===== config.mk =====
export PLATFORM = sky130hd
export DESIGN_NAME = dmem_ctrl
export DESIGN_NICKNAME = d
export VERILOG_FILES = /design/src/rtl/dmem_ctrl.sv
export SDC_FILE = /design/constraint.sdc
export NUM_CORES = 2
export LEC_CHECK = 0
export ABC_AREA = 1
export BUFFER_PORTS_ARGS = -buffer_cell sky130_fd_sc_hd__buf_2
export CAP_MARGIN = 10
export CORE_ASPECT_RATIO = 1.5
export CORE_UTILIZATION = 40
export CTS_CLUSTER_SIZE = 20
export DETAILED_ROUTE_END_ITERATION = 7
export PLACE_DENSITY = 0.58
export SYNTH_ARGS = -nofsm -noshare
export SYNTH_HDL_FRONTEND = slang
export SYNTH_SLANG_ARGS = --single-unit

===== constraint.sdc =====
create_clock -name clk -period 4 [get_ports clk]
set_input_delay 1 -clock clk [delete_from_list [all_inputs] [get_ports clk]]
set_output_delay 1 -clock clk [all_outputs]
set_load 0.02 [all_outputs]

===== src/rtl/dmem_ctrl.sv =====
`default_nettype none
// ============================================================================
// dmem_ctrl : multi-cycle 256x8 data-memory stage with fixed access latency
//             and pipeline stall for the MIPS_Lite 8-bit datapath.
// Revision   : 1.0 - initial release
// ============================================================================
module dmem_ctrl #(
  parameter int unsigned LATENCY = 2
) (
  input  logic       clk,
  input  logic       rst_n,
  input  logic [7:0] addr,
  input  logic [7:0] wr_data,
  input  logic       mem_read,
  input  logic       mem_write,
  output logic [7:0] rd_data,
  output logic       mem_busy,
  output logic       done,
  output logic       err
);

  typedef enum logic [1:0] {
    IDLE   = 2'd0,
    ACCESS = 2'd1,
    DONE   = 2'd2
  } state_t;

  localparam logic [3:0] CNT_INIT = 4'(LATENCY - 1);

  state_t     state_q, state_d;
  logic [3:0] cnt_q, cnt_d;
  logic [7:0] addr_q, addr_d;
  logic [7:0] wdata_q, wdata_d;
  logic       is_write_q, is_write_d;
  logic [7:0] rd_data_q;
  logic       done_q;
  logic       err_q;

  logic [7:0] mem [256];

  logic req_one;
  logic req_both;
  logic last_access;

  assign req_one     = mem_read ^ mem_write;
  assign req_both    = mem_read & mem_write;
  assign last_access = (state_q == ACCESS) && (cnt_q == 4'd0);

  always_comb begin
    state_d    = state_q;
    cnt_d      = cnt_q;
    addr_d     = addr_q;
    wdata_d    = wdata_q;
    is_write_d = is_write_q;
    mem_busy   = 1'b0;
    case (state_q)
      IDLE: begin
        if (req_one) begin
          mem_busy   = 1'b1;
          addr_d     = addr;
          wdata_d    = wr_data;
          is_write_d = mem_write;
          cnt_d      = CNT_INIT;
          state_d    = ACCESS;
        end
      end
      ACCESS: begin
        mem_busy = 1'b1;
        if (cnt_q == 4'd0) begin
          state_d = DONE;
        end else begin
          cnt_d = cnt_q - 4'd1;
        end
      end
      // Requests still asserted here belong to the instruction just served.
      DONE: begin
        state_d = IDLE;
      end
      default: begin
        state_d = IDLE;
      end
    endcase
  end

  always_ff @(posedge clk or negedge rst_n) begin
    if (!rst_n) begin
      state_q    <= IDLE;
      cnt_q      <= 4'd0;
      addr_q     <= 8'h00;
      wdata_q    <= 8'h00;
      is_write_q <= 1'b0;
      rd_data_q  <= 8'h00;
      done_q     <= 1'b0;
      err_q      <= 1'b0;
    end else begin
      state_q    <= state_d;
      cnt_q      <= cnt_d;
      addr_q     <= addr_d;
      wdata_q    <= wdata_d;
      is_write_q <= is_write_d;
      done_q     <= last_access;
      err_q      <= (state_q == IDLE) && req_both;
      if (last_access && !is_write_q) begin
        rd_data_q <= mem[addr_q];
      end
    end
  end

  // The store commits only on the final ACCESS edge, so a reset mid-access drops it.
  always_ff @(posedge clk) begin
    if (last_access && is_write_q) begin
      mem[addr_q] <= wdata_q;
    end
  end

  assign rd_data = rd_data_q;
  assign done    = done_q;
  assign err     = err_q;

endmodule
`default_nettype wire

==> results.md <==
- Register area: roughly 0.062 mm^2
- PortBufs: 30
- Maximum vdd drop: 801.4 uV
- Setup crit end kind: flip-flop
- Main synth FF type: edfxtp_1
- Final std cells w/o fill: around 11,000
- DRC Markers: 0
- DR WL/cell: about 23 um
- Iter 0 DRT Violations: about 5,400
- Slew at the pin closest to its max-slew limit: 1.202 ns
- Gpl congestion: 0.8750
- Post-synthesis sequential area ratio: roughly three quarters
- Clk root buf: clkbuf_16
- # fillers: between 15,000 and 20,000
- Largest net degree at the start of global routing: about 160
- DP Cell Count: between 10,000 and 15,000
- RSZ-0062 raised after global routing: false
- Worst Path Required: around 4.8 ns
- EDFF count, synth: 2,048
- Area Growth Syn to Fin: 12.24%
- Worst setup endpoint: rd_data[2]
- Pwr Density: 737.9 mW/mm^2
- Vias in the first global route: roughly 55,000
- Number of max-cap violations: 0
- Status: finished, final reports clean
- LEAKAGE: 35.69 nW
- Asr flop ratio synth: between 1.5 and 2%
- Area share of the largest cell type after synthesis: just over 70%
- Core Region: around 0.21 mm^2
- Starting density of the core: around two fifths
- Max Clock Skew: between 0.04 and 0.05 ns
- FF-to-FF Start: addr_q[1]
- Yosys Warn Count: 0
- Setup TNS: 0 ns
- Worst r2r dst: rd_data[2]
- Total grt overflow: 0
- Overall routing resource usage: a little under a quarter
- Clock buffer count from CTS: ~190
- Post-Syn Area: roughly 0.085 mm^2
- Die ar.: 0.2137 mm^2
- CP Class: reg2reg
- Final ANT Viol Nets: 0
- Synth Area per Inst: around 11 um^2
- R2R cell count: 15
- Skew-Pair Late Insertion Delay: between 0.8 and 0.9 ns
- Die H: 565.7 um
- Post-CTS sizing: 0
- Die Span X: approximately 380 um
- Dpl cell area: about 0.089 mm^2
- Global-route wire length before repair: 362.7 mm
- Crit path launch: addr_q[1]
- Post-synth top area cell: edfxtp_1
- Synth area leaders: edfxtp_1, nand2_1, nor2_1, nand3_1, buf_2
- I/O pin cnt: 31
- Clock sinks: ~2,100
- HPWL after DPL: 147.4 mm
- Seq cells post-synth: around 2,100
- Fin. max-slew vios: 0
- Share of cells above drive strength 1: just over 7%
- CP arrival: approximately 4.5 ns
- Post-Synthesis Cells: 7,645
- Final WL: 247.5 mm
- Clock slew at reported path FFs: 0.06 ns
- Htree depth: 4
- Distinct cells, synth: 25
- Row count: between 200 and 250
- Postcts setup bufs: 0
- Vias: approximately 56,000
- Final Cell Area: between 0.09 and 0.1 mm^2
- R2R Setup Slk: between 0.3 and 0.4 ns
- CTS Hold Buffers Added: 0
- CTS tree: built
- Type of origin of the critical path: flip-flop
- CTS Buffer Depth: 4
- Multi-input logic area: about 0.020 mm^2
- Top cells by count, synth: nand2_1, edfxtp_1, nor2_1
- Most frequent cell after synthesis: nand2_1
- Fmax: roughly 0.27 GHz
- Net count, final: roughly 7,700
- Fin. Hold Viols: 0
- Fin crit period: about 3.7 ns
- Critical-path maximum fanout: 28
- Slew HR: 19.89%
- DR vias/cell: 5.247
- Final period util: between 90% and 100%
- Drt pass-1 iters: 7
- Final setup viols: 0
- Post-synthesis net count: roughly 7,700
- Initial antenna violation count: 3
- Hold Path Class: in2async
==> worst min-delay path by stage <==
stage	slack [ns]	cells past startpoint	end	startpoint
floorplan	0.43	1	err	state_q[0]
global placement	0.45	1	cnt_q[0]	cnt_q[0]
detailed placement	0.47	1	cnt_q[0]	cnt_q[0]
CTS	0.34	1	wdata_q[0]	rst_n
global route	0.38	3	wdata_q[6]	wr_data[6]
finish	0.35	1	is_write_q	rst_n
==> routing by layer <==
metal,wire length [um],up-vias,track usage [%]
li1,-,25740,-
met1,94980,27540,28.27
met2,125200,2054,40.36
met3,15300,512,2.308
met4,11960,0,10.76
met5,0,-,0
==> power breakdown <==
| group | leakage [nW] | switching [mW] | internal (mW) |
|---|---|---|---|
| Clock | 2.97 | 7.95 | 10.2 |
| Combinational | 13.8 | 18.0 | 5.56 |
| Sequential | 19.0 | 1.37 | 27.1 |
| Total | 35.7 | 27.3 | 42.9 |
==> cell usage in the layout (no fill, tap or decap) <==
| cell | netlist | layout |
|---|---|---|
| clkinvlp_4 | 0 | 1 |
| inv_1 | 32 | 32 |
| buf_4 | 6 | 182 |
| or2_2 | 8 | 8 |
| edfxtp_1 | 2048 | 2048 |
| dfrtp_4 | 0 | 10 |
| nor3_1 | 3 | 2 |
| dfrtp_1 | 33 | 23 |
| clkinv_1 | 1 | 41 |
| clkinv_2 | 0 | 29 |
| nand2_1 | 3811 | 3795 |
| o21ai_1 | 16 | 16 |
| nand4_1 | 155 | 155 |
| inv_6 | 0 | 3 |
| inv_8 | 0 | 2 |
| inv_4 | 2 | 1 |
| nor2_1 | 588 | 585 |
| bufinv_16 | 0 | 19 |
| nand3_1 | 377 | 377 |
| clkbuf_1 | 109 | 45 |
| nor2_4 | 1 | 6 |
| o22ai_1 | 1 | 1 |
| nor3_2 | 4 | 5 |
| clkinv_4 | 0 | 2 |
| clkbuf_8 | 0 | 3 |
| nand2_2 | 0 | 16 |
| o21ai_0 | 69 | 69 |
| buf_2 | 268 | 30 |
| clkinv_8 | 0 | 1 |
| nor3b_1 | 1 | 1 |
| inv_16 | 0 | 1 |
| diode_2 | 0 | 4 |
| a21oi_1 | 70 | 70 |
| clkbuf_16 | 0 | 196 |
| ha_1 | 2 | 2 |
| buf_12 | 0 | 54 |
==> cell families (layout without fill, tap and decap cells) <==
logic type | Yosys count | count (layout) | synth area share, %
adders and majority gates | 2 | 2 | 0.02953
DFF | 2081 | 2081 | 73.56
AOI/OAI and AO/OA | 156 | 156 | 0.9230
other | 0 | 4 | 0
and+or+nand+nor | 4950 | 4950 | 23.02
buffers and inverters | 456 | 642 | 2.466
==> flip-flops by register name (all words and copies together), names as in the netlist <==
| signal | cells |
|---|---|
| cnt_q | 4 |
| addr_q | 8 |
| wdata_q | 8 |
| err | 1 |
| is_write_q | 1 |
| rd_data | 8 |
| mem | 2048 |
| done | 1 |
| state_q | 2 |
==> final cells by class <==
class,count,area share (%)
Clock inverter,97,0.9973
Clock buffer,244,5.379
Sequential cell,2081,65.58
Multi-Input combinational cell,5108,21.44
Inverter,35,0.1658
Timing Repair Buffer,266,2.732
Antenna cell,4,0.01053
Tap cell,2808,3.695
==> worst max-delay path, cell delays in order, from the launching register on <==
cell and delay (ns):
dfrtp_4 0.70, nor2_4 0.71, buf_4 0.39, buf_12 0.23, nand2_1 0.09, nand4_1 0.16, nand2_1 0.10, nand2_1 0.12
nor2_1 0.04, nor2_1 0.20, nor2_1 0.16, nand2_1 0.16, nand2_1 0.19, nand2_1 0.13, nor2_1 0.06, nor2_1 0.09
==> metrics by stage <==
| step | util (%) | setup WS, ns | total power, mW | hold WS [ns] |
|---|---|---|---|---|
| finish | 45.21 | 0.3153 | 70.17 | 0.3529 |
| global route | 45.21 | 0.2986 | 72.94 | 0.3825 |
| CTS | 45.21 | 0.3143 | 70.37 | 0.3403 |
| detailed placement | 42.33 | 0.3293 | 52.36 | 0.4684 |
| global placement | 42.33 | 0.3152 | 52.23 | 0.4503 |
| floorplan | - | 0.01310 | 42.26 | 0.4308 |
Power figures use the tool's default switching activity.
